$ cat config.mk
export PLATFORM = sky130hd
export DESIGN_NAME = inst_fetch
export DESIGN_NICKNAME = d
export VERILOG_FILES = /design/src/rtl/mips_pkg.sv /design/src/rtl/ifetch_fifo.sv /design/src/rtl/inst_fetch.sv
export SDC_FILE = /design/constraint.sdc
export NUM_CORES = 1
export LEC_CHECK = 0
export CAP_MARGIN = 20
export CORE_MARGIN = 2
export CORE_UTILIZATION = 54
export CTS_BUF_LIST = sky130_fd_sc_hd__clkbuf_16
export CTS_CLUSTER_DIAMETER = 40
export CTS_CLUSTER_SIZE = 10
export DETAILED_ROUTE_END_ITERATION = 8
export PLACE_DENSITY = 0.85
export SLEW_MARGIN = 20
export SYNTH_ARGS = -nofsm -noshare
export SYNTH_HDL_FRONTEND = slang
export SYNTH_SLANG_ARGS = --single-unit
$ cat constraint.sdc
create_clock -name clk -period 4.5 [get_ports clk]
set_input_delay 0.675 -clock clk [delete_from_list [all_inputs] [get_ports clk]]
set_output_delay 0.675 -clock clk [all_outputs]
set_load 0.01 [all_outputs]
$ cat src/rtl/mips_pkg.sv
// Shared fetch-path definitions: opcodes, FSM encoding and the prefetch buffer entry layout.
package mips_pkg;

  localparam int unsigned INST_W = 32;

  localparam logic [5:0] OP_J   = 6'h2;
  localparam logic [5:0] OP_JAL = 6'h3;

  typedef enum logic [1:0] {
    StIdle,
    StReq,
    StWait,
    StDrop
  } fetch_state_e;

  typedef struct packed {
    logic [INST_W-1:0] inst;
    logic [31:0]       pc;
  } fetch_entry_t;

  function automatic logic is_jump(input logic [INST_W-1:0] word);
    return (word[31:26] == OP_J) || (word[31:26] == OP_JAL);
  endfunction

endpackage

$ cat src/rtl/ifetch_fifo.sv
// Prefetch buffer: register-based FIFO with a flush that empties it in one cycle.
module ifetch_fifo #(
  parameter int unsigned Depth = 2,
  parameter int unsigned Width = 64
) (
  input  logic             clk,
  input  logic             rst_n,
  input  logic             flush,
  input  logic             push,
  input  logic [Width-1:0] wdata,
  input  logic             pop,
  output logic [Width-1:0] rdata,
  output logic             full,
  output logic             empty
);

  localparam int unsigned AW = (Depth > 1) ? $clog2(Depth) : 1;
  localparam logic [AW:0] FullCnt = (AW+1)'(Depth);

  logic [Width-1:0] mem_q [Depth];
  logic [AW-1:0]    wptr_q, rptr_q;
  logic [AW:0]      count_q;
  logic             do_push, do_pop;

  assign full  = (count_q == FullCnt);
  assign empty = (count_q == '0);
  assign rdata = mem_q[rptr_q];

  // A push into a full buffer is legal only when the head leaves the same cycle.
  assign do_push = push && (!full || pop);
  assign do_pop  = pop && !empty;

  always_ff @(posedge clk or negedge rst_n) begin
    if (!rst_n) begin
      for (int unsigned i = 0; i < Depth; i++) begin
        mem_q[i] <= '0;
      end
    end else if (do_push && !flush) begin
      mem_q[wptr_q] <= wdata;
    end
  end

  always_ff @(posedge clk or negedge rst_n) begin
    if (!rst_n) begin
      wptr_q  <= '0;
      rptr_q  <= '0;
      count_q <= '0;
    end else if (flush) begin
      wptr_q  <= '0;
      rptr_q  <= '0;
      count_q <= '0;
    end else begin
      if (do_push) wptr_q <= wptr_q + AW'(1);
      if (do_pop)  rptr_q <= rptr_q + AW'(1);
      case ({do_push, do_pop})
        2'b10:   count_q <= count_q + (AW+1)'(1);
        2'b01:   count_q <= count_q - (AW+1)'(1);
        default: count_q <= count_q;
      endcase
    end
  end

endmodule

$ cat src/rtl/inst_fetch.sv
// Instruction fetch unit: single-outstanding memory requests feeding a prefetch FIFO.
// Define IFETCH_JPREDECODE_EN to follow J/JAL targets at fetch time.
module inst_fetch
  import mips_pkg::*;
#(
  parameter logic [31:0] RESET_PC   = 32'h0000_0000,
  parameter int unsigned FIFO_DEPTH = 2
) (
  input  logic              clk,
  input  logic              rst_n,
  output logic              imem_req,
  output logic [31:0]       imem_addr,
  input  logic              imem_gnt,
  input  logic              imem_rvalid,
  input  logic [INST_W-1:0] imem_rdata,
  input  logic              redirect_valid,
  input  logic [31:0]       redirect_pc,
  output logic              inst_valid,
  input  logic              inst_ready,
  output logic [INST_W-1:0] instruction,
  output logic [31:0]       inst_pc
);

  fetch_state_e state_q, state_d;
  logic [31:0]  pc_q, pc_d, pc_seq, pc_push, pc_redirect;
  logic         push, pop, fifo_full, fifo_empty;
  fetch_entry_t push_entry, head_entry;

  assign pc_seq      = pc_q + 32'd4;
  assign pc_redirect = redirect_pc & 32'hFFFF_FFFC;

  // Redirect wins over a response landing in the same cycle.
  assign push = (state_q == StWait) && imem_rvalid && !redirect_valid;
  assign pop  = inst_valid && inst_ready;

  assign push_entry = '{inst: imem_rdata, pc: pc_q};

  ifetch_fifo #(
    .Depth(FIFO_DEPTH),
    .Width($bits(fetch_entry_t))
  ) u_fifo (
    .clk  (clk),
    .rst_n(rst_n),
    .flush(redirect_valid),
    .push (push),
    .wdata(push_entry),
    .pop  (pop),
    .rdata(head_entry),
    .full (fifo_full),
    .empty(fifo_empty)
  );

  assign inst_valid  = !fifo_empty;
  assign instruction = head_entry.inst;
  assign inst_pc     = head_entry.pc;
  assign imem_req    = (state_q == StReq);
  assign imem_addr   = pc_q;

  always_comb begin
    pc_push = pc_seq;
`ifdef IFETCH_JPREDECODE_EN
    if (is_jump(imem_rdata)) begin
      pc_push = {pc_seq[31:28], imem_rdata[25:0], 2'b00};
    end
`endif
  end

  always_comb begin
    state_d = state_q;
    pc_d    = pc_q;

    unique case (state_q)
      // Nothing is in flight in idle, so any free slot allows a new request.
      StIdle: if (!fifo_full) state_d = StReq;
      StReq:  if (imem_gnt) state_d = StWait;
      StWait: if (imem_rvalid) state_d = StIdle;
      StDrop: if (imem_rvalid) state_d = StIdle;
      default: state_d = StIdle;
    endcase

    if (push) pc_d = pc_push;

    if (redirect_valid) begin
      pc_d = pc_redirect;
      // A response is still owed if a grant was given and its data has not arrived yet.
      if (((state_q == StWait) || (state_q == StDrop)) && !imem_rvalid) begin
        state_d = StDrop;
      end else if ((state_q == StReq) && imem_gnt) begin
        state_d = StDrop;
      end else begin
        state_d = StIdle;
      end
    end
  end

  always_ff @(posedge clk or negedge rst_n) begin
    if (!rst_n) begin
      state_q <= StIdle;
      pc_q    <= RESET_PC;
    end else begin
      state_q <= state_d;
      pc_q    <= pc_d;
    end
  end

endmodule

Word level (Yosys, flattened, before mapping). Cells that the tools add are included.

Flip-flop bits (word level): 166. Input bits: 70. Output and inout port bits: 98. Logic and storage cells: 70.

Add/sub/neg operators: 5. Order comparisons: 3. Equal/unequal tests: 9. Multiplexer cells: 21. Bitwise gates (word level): 2. Reduce and logical (&&, ||, !) cells: 23.

Operators with widths (count): $mux 64 (4); $bwmux 128 (1); $demux 64 s1 (1); $mux 32 (2); $add 32x3->32 const B (1); $mux 2 (7); $logic_and 1x1->1 (9); $eq 2x2->1 const B (4); $ne 3x1->1 const B (2); $pmux 2 s3 (1); $reduce_bool 2->1 (3); $eq 2x1->1 const B (2); $ge 2x2->1 const B (2); $logic_not 1->1 (4); $logic_not 2->1 (2); $mux 1 (4); $not 1->2 (2); $pmux 2 s2 (1); $ne 3x3->1 const B (1); $reduce_and 3->1 (1); $reduce_bool 3->1 (1); $add 1x1->1 const B (2); $add 2x1->2 const B (1); $logic_or 1x1->1 (2); other kinds (3) (3).

Logic depth before layout (Yosys ltp). Gate-level depths: netlist (run 1).

Depth in word-level cells: 8. Mapped depth: 7. Depth with buffers taken out: 5.

Cells and area by module. A second synthesis (run 1) with hierarchy kept.

Cells, all modules: 563. Area, all modules: 7729.9 µm².

Modules (own cells, without submodules): ifetch_fifo (instances 1, cells each 365, area each 5911.9 µm², seq. area each 3303.2 µm²); inst_fetch (instances 1, cells each 198, area each 1818.0 µm², seq. area each 800.8 µm²).

Worst setup path before layout (run 1). No wires, ideal clock.

Path type: input to register. Start point: input port imem_rvalid. End point: register u_fifo.mem_q[32] (netlist name). Setup time: 0.125 ns. Arrival time: 2.086 ns. Data required time: 4.375 ns. Slack: 2.290 ns. Stages on the path: 7. Path buffers: 3. Path through: and3b_1 -> buf_2 -> o21ai_0 -> nor3b_1 -> buf_2 -> buf_2 -> mux2_2.

Word-level cells in the longest chain between the ends: 4.

Ends and longest elaborated chain: from (decl) (RTL line inst_fetch.sv:14) `input logic imem_rvalid,`; $logic_and 1x1->1 (2 in a row) (RTL line inst_fetch.sv:33) `assign push = (state_q == StWait) && imem_rvalid && !redirect_valid;`; $logic_and 1x1->1 (RTL line ifetch_fifo.sv:30) `assign do_push = push && (!full || pop);`; $logic_and 1x1->1 (RTL line ifetch_fifo.sv:38) `end else if (do_push && !flush) begin`; to (signal, indexed assignment) (RTL line ifetch_fifo.sv:39) `mem_q[wptr_q] <= wdata;`; to (decl) (RTL line ifetch_fifo.sv:20) `logic [Width-1:0] mem_q [Depth];`.

Every way passes these cells. A chain may end at the register's enable or synchronous reset.

Worst setup path after layout (run 1).
Start point: register u_fifo.rptr_q. End point: output port inst_pc[22].

Word-level cells in the longest chain between the ends: 4.

Ends and longest elaborated chain: from (decl) (RTL line ifetch_fifo.sv:21) `logic [AW-1:0] wptr_q, rptr_q;`; from (signal assigned) (RTL line ifetch_fifo.sv:54) `if (do_pop) rptr_q <= rptr_q + AW'(1);`; $not 1->2 (not written as such) (RTL line ifetch_fifo.sv:27) `assign rdata = mem_q[rptr_q];`; $mux 64 (not written as such) (3 in a row) (RTL line ifetch_fifo.sv:27); to (decl) (RTL line inst_fetch.sv:21) `output logic [31:0] inst_pc`.

Every way passes these cells. The select of a mux whose other input is x is not followed.

==> impl_metrics.py, run 1 <==
metrics = {
    "cts": {
        "clk_pin_slew_ns": 0.06,
        "cts_resized": 0,
        "clock_latency_ns": 0.42,
        "htreeDepth": 4,
        "root_buffer": "clkbuf_16",
        "ctsHoldBuffers": 0,
        "tritoncts": "yes",
        "cts.sinks": 160,
        "cts_buffers": 17,
        "post-cts-setup-buffers": 0,
        "clock_path_buffers": 2,
    },
    "floorplan": {
        "initial_core_util_pct": 55.6,
        "die-area_sq_um": 14600,
        "pin_count": 168,
        "fp-row-count": 42,
        "die_h_um": 121,
        "core_area_sq_um": 13300,
        "die_w_um": 121,
    },
    "global_route": {
        "use_met3_pct": 8.22,
        "grt_pass1_wl_mm": 27.2,
        "use_met1_pct": 29.0,
        "antenna_found_initial": 0,
        "grt_pass1_vias": 5475,
        "overflow": 0,
        "grt_max_degree": 132,
        "use_met2_pct": 39.8,
        "top_usage_layer": "met2",
        "grt_usage_pct": 24.1,
    },
    "logic_synthesis": {
        "ys_seq_elements": 160,
        "seq_area_frac_synth_pct": 54.2,
        "synth_edf_count": 0,
        "yosysWarnings": 0,
        "async_flop_share_pct": 100,
        "syn_inst": 566,
        "synth_ff_type": "dfrtp_1",
        "syn_area_sq_um": 7390,
        "avgSynthCellArea_sq_um": 13.0,
        "ys_types": 43,
    },
    "run_status": {
        "outcome": "finished, final reports clean",
    },
    "setup_path": {
        "worst-setup-path-type": "reg2out",
        "cp.arrival_ns": 2.70,
        "r2r-start": "state_q[0]",
        "critPathRequiredTime_ns": 3.83,
        "r2r.worst_path.cells": 5,
        "critPathMaxFanout": 35,
        "r2r_end": "u_fifo.mem_q[26]",
        "start_kind": "flip-flop",
        "slowest_delay_ns": 0.98,
        "r2r_slack_ns": 1.96,
        "endpoint_kind": "primary output",
        "cpMaxStageDelayCell": "dfrtp_2",
        "path_cells": "buf_4, mux2_2, clkdlybuf4s50_1",
    },
    "routing": {
        "wl_per_cell_um": 18.7,
        "postRouteWirelength_mm": 17.0,
        "viasPerCell": 5.73,
        "first_iter_violations": 231,
        "drc": 0,
        "vias": 5209,
        "firstDrtPassIters": 5,
        "antenna_left": 0,
    },
    "timing": {
        "maxSlewHeadroom_pct": 37.8,
        "worst_slew_pin_slew_ns": 0.934,
        "grt_setup_unrepaired": "no",
        "clock_skew_ns": 0.00646,
        "setup_viol": 0,
        "layout_worst_path_cycle_share_pct": 75.0,
        "finalMaxSlewViolations": 0,
        "setup_tns_ns": 0,
        "period_minus_slack_ns": 3.37,
        "fmax_mhz": 296,
        "finalHoldViolations": 0,
    },
    "power": {
        "p_leak_uw": 0.00416,
        "irDropWorstVdd_mv": 0.340,
        "p_per_area_nw_per_um2": 574,
    },
    "final_layout": {
        "areaGrowthSynthToFinish_pct": 32.4,
        "layout-drive-gt1-share_pct": 32.1,
        "final_nets": 791,
        "fillers": 872,
        "register_area_sq_um": 4010,
        "diodes": 0,
        "fin_util_pct": 73.5,
        "multiInputGateArea_sq_um": 3190,
    },
    "flow_run": {
        "drv_cap": 0,
    },
    "place": {
        "place.gp.congestion": 0.781,
        "numPortBuffers": 161,
        "hpwlAfterDp_mm": 11.2,
    },
    "worst_hold_path": {
        "worstHoldPathType": "in2async",
    },
}
==> cells in the final DEF, fill, tap and decap left out, drive strengths merged, types with 2 or more instances in the layout <==
master / n
or4: 21
or2: 2
o211ai: 4
nor2: 20
inv: 7
clkdlybuf4s50: 160
nor4: 2
conb: 4
nor2b: 3
clkinvlp: 2
nand2b: 3
and3: 3
buf: 10
xor2: 3
o21ai: 12
xnor2: 8
o31ai: 14
bufinv: 5
nor3: 5
clkinv: 7
nand4: 5
clkbuf: 18
mux2: 187
nand2: 26
dfrtp: 160
a31oi: 15
a311oi: 2
o31a: 2
nand3: 13
==> sequential cells by signal, indices dropped and copies added, names as in the netlist <==
register	count
u_fifo.wptr_q	1
u_fifo.count_q	2
state_q	2
u_fifo.mem_q	124
imem_addr	30
u_fifo.rptr_q	1
==> synth_stat cells (5+ instances only) <==
library cell / instances / share of area [%]
o31ai_1: 14 / 1.4
buf_2: 16 / 1.1
nand2_1: 25 / 1.3
dfrtp_1: 160 / 54
mux2_2: 187 / 29
or4_1: 20 / 2.0
clkbuf_1: 14 / 0.71
nand4_1: 5 / 0.42
nand3_1: 12 / 0.81
nor2_1: 20 / 1.0
inv_1: 5 / 0.25
o21ai_0: 12 / 0.81
xnor2_1: 8 / 0.95
a31oi_1: 15 / 1.3
==> per-layer routing <==
layer	wire length, um	share of wire (%)
met4	359	2.1
met3	1290	7.6
met2	8470	50
met1	6910	41
met5	0	0
==> metrics by stage <==
stage	power [uW]	hold slack [ns]	cell area, sq um	cells	setup WS, ns
after floorplan	3160	0.379	7400	569	2.29
after global placement	4000	0.483	9120	876	1.38
after detailed placement	4120	0.490	9120	876	1.26
after CTS	5650	0.489	9750	908	1.10
after global routing	5900	0.235	9780	909	1.01
final	5610	0.217	9780	909	1.13
==> final cells by class <==
class	instances	area share [%]
Clock buffer	17	4.35
Clock inverter	15	2.05
Inverter	6	0.230
Multi-Input combinational cell	364	32.7
Sequential cell	160	41.0
Tap cell	176	2.25
Timing Repair Buffer	171	17.5
==> worst max path at each step <==
stage	start	end	slack, ns
6_report	u_fifo.rptr_q	inst_pc[22]	1.13
5_1_grt	u_fifo.rptr_q	inst_pc[22]	1.01
4_1_cts	u_fifo.rptr_q	inst_pc[22]	1.10
3_5_place_dp	imem_rvalid	u_fifo.mem_q[26]	1.26
3_3_place_gp	imem_rvalid	u_fifo.mem_q[32]	1.38
2_1_floorplan	imem_rvalid	u_fifo.mem_q[32]	2.29
==> critical path, delay by kind of cell, from the launching register on <==
family                 cells  cell delay, ns
DFF                        1            0.98
buffers and inverters      2            0.91
muxes                      1            0.38
==> power breakdown <==
part / leakage [uW] / switching [uW] / internal [uW]
Sequential: 0.00203 / 294 / 1920
Combinational: 0.00182 / 666 / 1210
Clock: 0.000310 / 543 / 970
Total: 0.00416 / 1500 / 4110
==> cells by family after synthesis <==
logic type	synth area share, %
adder cells (fa/ha/maj)	0.169
other	0.0508
buffers and inverters	2.86
AND/OR/NAND/NOR	7.95
AO/OA/AOI/OAI	4.81
XOR/XNOR	1.30
flip-flops	54.2
multiplexers	28.6
(Power assumes the default switching activity.)
==> inputs of run 2 (changes only) <==
Settings changed: CORE_UTILIZATION 54 to 46, PLACE_DENSITY 0.85 to 0.77.
Clock period 4.5 ns to 3.1 ns, I/O delays scaled along.
==> run 2 against run 1 <==
Against the previous run:
- sequential share of layout area shrank 0.27 points
- non-clock buffer count grew 3
- register-to-register slack worse by 1.2 ns
- wire length up 0.29%
- clock skew down 0.0022 ns
- critical endpoint is now instruction[16]
- largest cell class unchanged
==> impl_metrics.py, run 2 (synthesis results as in run 1) <==
metrics = {
    "global_route": {
        "overflow": 0,
        "grt_pass1_vias": 5294,
        "antenna_found_initial": 0,
        "grt_max_degree": 65,
        "grt_usage_pct": 20.3,
        "grt_pass1_wl_mm": 26.9,
    },
    "timing": {
        "layout_worst_path_cycle_share_pct": 89.6,
        "finalHoldViolations": 0,
        "clock_skew_ns": 0.00430,
        "maxSlewHeadroom_pct": 56.3,
        "setup_tns_ns": 0,
        "worst_slew_pin_slew_ns": 0.653,
        "grt_setup_unrepaired": "no",
        "setup_viol": 0,
        "finalMaxSlewViolations": 0,
        "layout_setup_ws_ns": 0.322,
        "fmax_mhz": 360,
        "period_minus_slack_ns": 2.78,
    },
    "run_status": {
        "outcome": "finished, final reports clean",
    },
    "final_layout": {
        "final_cells": 952,
        "fillers": 1233,
        "layout-drive-gt1-share_pct": 32.5,
        "areaGrowthSynthToFinish_pct": 33.3,
        "layout_commonest_cell": "mux2_2",
        "final_nets": 794,
        "largest-register": "u_fifo.mem_q",
        "fin_util_pct": 62.4,
        "diodes": 0,
        "largest_reg_flops": 124,
        "final_cell_mix": "mux2_2, clkdlybuf4s50_1, dfrtp_1",
    },
    "routing": {
        "firstDrtPassIters": 4,
        "antenna_left": 0,
        "viasPerCell": 5.39,
        "first_iter_violations": 201,
        "wl_per_cell_um": 17.9,
        "vias": 5128,
        "postRouteWirelength_mm": 17.1,
        "drc": 0,
    },
    "cts": {
        "clk_pin_slew_ns": 0.06,
        "root_buffer": "clkbuf_16",
        "cts_buffers": 17,
        "cts_resized": 0,
        "cts.sinks": 160,
        "tritoncts": "yes",
        "clock_path_buffers": 2,
        "htreeDepth": 4,
        "post-cts-setup-buffers": 0,
        "ctsHoldBuffers": 0,
        "clock_latency_ns": 0.42,
    },
    "place": {
        "place.gp.congestion": 0.772,
        "dp_cells": 920,
        "pre_cts_ws_ns": 0.423,
        "numPortBuffers": 161,
        "hpwlAfterDp_mm": 11.4,
    },
    "setup_path": {
        "path_cells": "buf_4, mux2_2, clkdlybuf4s50_1",
        "endpoint_kind": "primary output",
        "start_kind": "flip-flop",
        "critPathRequiredTime_ns": 2.63,
        "slowest_delay_ns": 0.62,
        "critPathMaxFanout": 22,
        "r2r_slack_ns": 0.80,
        "cp.arrival_ns": 2.31,
        "worst-setup-path-type": "reg2out",
        "cpMaxStageDelayCell": "dfrtp_2",
    },
    "power": {
        "p_leak_uw": 0.00418,
        "irDropWorstVdd_mv": 0.467,
        "p_per_area_nw_per_um2": 820,
    },
    "floorplan": {
        "die_h_um": 131,
        "die-area_sq_um": 17100,
        "fp-row-count": 46,
        "core_area_sq_um": 15800,
        "die_w_um": 131,
        "initial_core_util_pct": 46.8,
        "pin_count": 168,
    },
    "flow_run": {
        "drv_cap": 0,
    },
    "worst_hold_path": {
        "worstHoldPathType": "in2async",
    },
}
## run 2: changes by cell type in the layout (fill, tap and decap cells not counted), sizes merged
| cell | delta |
|---|---|
| inv | +1 |
| clkinvlp | -1 |
| clkinv | +1 |
| buf | +4 |
| bufinv | -1 |
| clkbuf | -1 |
## run 2: metal layers
| metal | up-vias | track usage (%) | share of wire (%) |
|---|---|---|---|
| li1 | 2375 | - | - |
| met1 | 2572 | 25.5 | 43 |
| met2 | 157 | 33.7 | 49 |
| met3 | 24 | 6.03 | 6.9 |
| met4 | 0 | 7.20 | 1.6 |
| met5 | - | 0 | 0 |
## run 2: through the flow
step / hold WS [ns] / instance area (sq um) / power [uW]
after floorplan: 0.169 / 7400 / 4590
after global placement: 0.463 / 9240 / 5840
after detailed placement: 0.469 / 9240 / 5980
after CTS: 0.0207 / 9840 / 8150
after global routing: 0.0401 / 9840 / 8500
final: 0.00778 / 9840 / 8070
## run 2: final timing paths
kind                                   start                end  cells past startpoint
hold / removal                         rst_n   u_fifo.mem_q[98]                      1
max in group asynchronous              rst_n      u_fifo.rptr_q                      2
min in group clk           u_fifo.mem_q[109]  u_fifo.mem_q[109]                      1
setup reg to reg                imem_addr[2]      imem_addr[28]                      5
setup / recovery               u_fifo.rptr_q    instruction[16]                      3
hold reg to reg            u_fifo.mem_q[109]  u_fifo.mem_q[109]                      1
## run 2: layout make-up
cell class,count,area [sq um],share of cell area (%)
Clock inverter,15,178,1.81
Clock buffer,17,425,4.32
Timing Repair Buffer,174,1750,17.8
Tap cell,216,270,2.75
Multi-Input combinational cell,364,3190,32.4
Inverter,6,22.5,0.229
Sequential cell,160,4010,40.7
## run 2: report_power, final
group,internal (uW),total [uW],switching (uW)
registers,2790,3200,414
logic,1770,2730,958
clock network,1330,2150,816
total,5890,8070,2190
## run 2: worst max-delay path, delay by kind of cell, from the launching register on
kind	cells	cell delay (ns)
buffers and inverters	2	0.89
DFF	1	0.62
muxes	1	0.37
==> inputs of run 3 (changes only) <==
Settings changed: CTS_CLUSTER_SIZE 10 to 30, HOLD_SLACK_MARGIN set to 0.08.
==> run 3 against run 2 <==
Against the previous run:
- cell area is 0.10% higher
- clock power is essentially flat
- combinational power about the same
- clock skew hardly changed
- global-route usage is essentially flat
- first-iteration DRC count down 2.0%
- flip-flop and latch count stayed put
- cell count increased by 0.11%
- clock-buffer cell count unchanged
- register-to-register slack about the same
- critical endpoint unchanged
- highest routed layer unchanged
==> impl_metrics.py, run 3 (synthesis results as in run 1) <==
metrics = {
    "routing": {
        "postRouteWirelength_mm": 17.1,
        "first_iter_violations": 197,
        "wl_per_cell_um": 18.0,
        "antenna_left": 0,
        "viasPerCell": 5.39,
        "vias": 5132,
        "firstDrtPassIters": 5,
        "drc": 0,
    },
    "setup_path": {
        "endpoint_kind": "primary output",
        "critPathMaxFanout": 22,
        "cp-startpoint": "u_fifo.rptr_q",
        "worst-setup-path-type": "reg2out",
        "cp.arrival_ns": 2.31,
        "start_kind": "flip-flop",
        "r2r.worst_path.cells": 5,
        "r2r-start": "imem_addr[2]",
        "critPathRequiredTime_ns": 2.63,
    },
    "timing": {
        "worst_slew_pin_slew_ns": 0.655,
        "setup_tns_ns": 0,
        "hold_ws_ns": 0.500,
        "period_minus_slack_ns": 2.77,
        "grt_setup_unrepaired": "no",
        "fmax_mhz": 361,
        "setup_viol": 0,
        "finalHoldViolations": 0,
        "finalMaxSlewViolations": 0,
        "clock_skew_ns": 0.00403,
        "layout_worst_path_cycle_share_pct": 89.5,
        "maxSlewHeadroom_pct": 56.2,
    },
    "global_route": {
        "grt_pass1_vias": 5306,
        "grt_pass1_wl_mm": 26.9,
        "antenna_found_initial": 0,
        "grt_max_degree": 65,
        "grt_usage_pct": 20.3,
        "overflow": 0,
    },
    "cts": {
        "tritoncts": "yes",
        "post-cts-setup-buffers": 0,
        "root_buffer": "clkbuf_16",
        "cts_resized": 0,
        "clk_pin_slew_ns": 0.06,
        "cts.sinks": 160,
        "clock_latency_ns": 0.42,
        "cts_buffers": 17,
        "clock_path_buffers": 2,
        "htreeDepth": 4,
    },
    "worst_hold_path": {
        "min_from": "u_fifo.mem_q[109]",
        "holdPathStages": 1,
        "worstHoldPathType": "reg2reg",
    },
    "floorplan": {
        "pin_count": 168,
        "fp-row-count": 46,
        "core_area_sq_um": 15800,
        "initial_core_util_pct": 46.8,
        "die_h_um": 131,
        "die_w_um": 131,
        "die-area_sq_um": 17100,
    },
    "final_layout": {
        "largest-register": "u_fifo.mem_q",
        "final_nets": 795,
        "layout-drive-gt1-share_pct": 32.4,
        "layout_commonest_cell": "mux2_2",
        "final_cell_mix": "mux2_2, clkdlybuf4s50_1, dfrtp_1",
        "areaGrowthSynthToFinish_pct": 33.4,
        "diodes": 0,
        "fillers": 1232,
        "fin_area_sq_um": 9850,
        "largest_reg_flops": 124,
    },
    "place": {
        "numPortBuffers": 161,
        "hpwlAfterDp_mm": 11.4,
        "placedInstanceArea_sq_um": 9240,
        "place.gp.congestion": 0.772,
    },
    "flow_run": {
        "drv_cap": 0,
    },
    "power": {
        "p_leak_uw": 0.00418,
        "irDropWorstVdd_mv": 0.466,
        "p_per_area_nw_per_um2": 820,
    },
    "run_status": {
        "outcome": "finished, final reports clean",
    },
}
-- run 3: changes by cell type in the layout (fill, tap and decap cells not counted) --
cell           change
dlygate4sd3_1      +1
-- run 3: layout make-up --
type	count	area (sq um)	share of cell area (%)
clock inverters	15	178	1.80
flip-flops and latches	160	4010	40.7
clock buffers	17	425	4.32
repair buffers	175	1760	17.8
multi-input cells	364	3190	32.4
inverters	6	22.5	0.229
well taps	216	270	2.74
-- run 3: through the flow --
stage	power (uW)	worst slack (ns)	util, %	cells
final	8080	0.327	62.5	953
after global routing	8500	0.217	62.5	953
after CTS	8150	0.264	62.5	953
after detailed placement	5980	0.423	58.6	920
after global placement	5840	0.461	58.6	920
after floorplan	4590	1.01	-	569
-- run 3: final timing paths --
path | to | slack [ns]
worst max-delay path | instruction[16] | 0.33
worst min-delay path | u_fifo.mem_q[109] | 0.50
worst max register to register | imem_addr[28] | 0.81
worst min register to register | u_fifo.mem_q[109] | 0.50
max in group asynchronous | u_fifo.rptr_q | 1.53
min in group asynchronous | u_fifo.mem_q[98] | 0.59
-- run 3: repair_timing --
| item | 4_1_cts | 5_1_grt |
|---|---|---|
| hold buffers | 1 | 0 |
| endpoints found under the setup margin | 0 | 0 |
| endpoints found under the hold margin | 56 | 0 |
-- run 3: routing by layer --
layer	track usage, %	vias up	routed length (um)
li1	-	2379	-
met4	7.20	0	272
met3	6.03	26	1140
met1	25.5	2575	7370
met2	33.8	152	8340
met5	0	-	0
-- run 3: power breakdown --
group          switching (uW)  leakage [uW]  total (uW)  internal (uW)
sequential                412       0.00203        3200           2790
combinational             958       0.00184        2730           1770
clock                     820      0.000310        2150           1330
-- run 3: worst max-delay path, stage by stage (launching register included) --
cell             delay, ns
dfrtp_2               0.61
buf_4                 0.39
mux2_2                0.37
clkdlybuf4s50_1       0.50
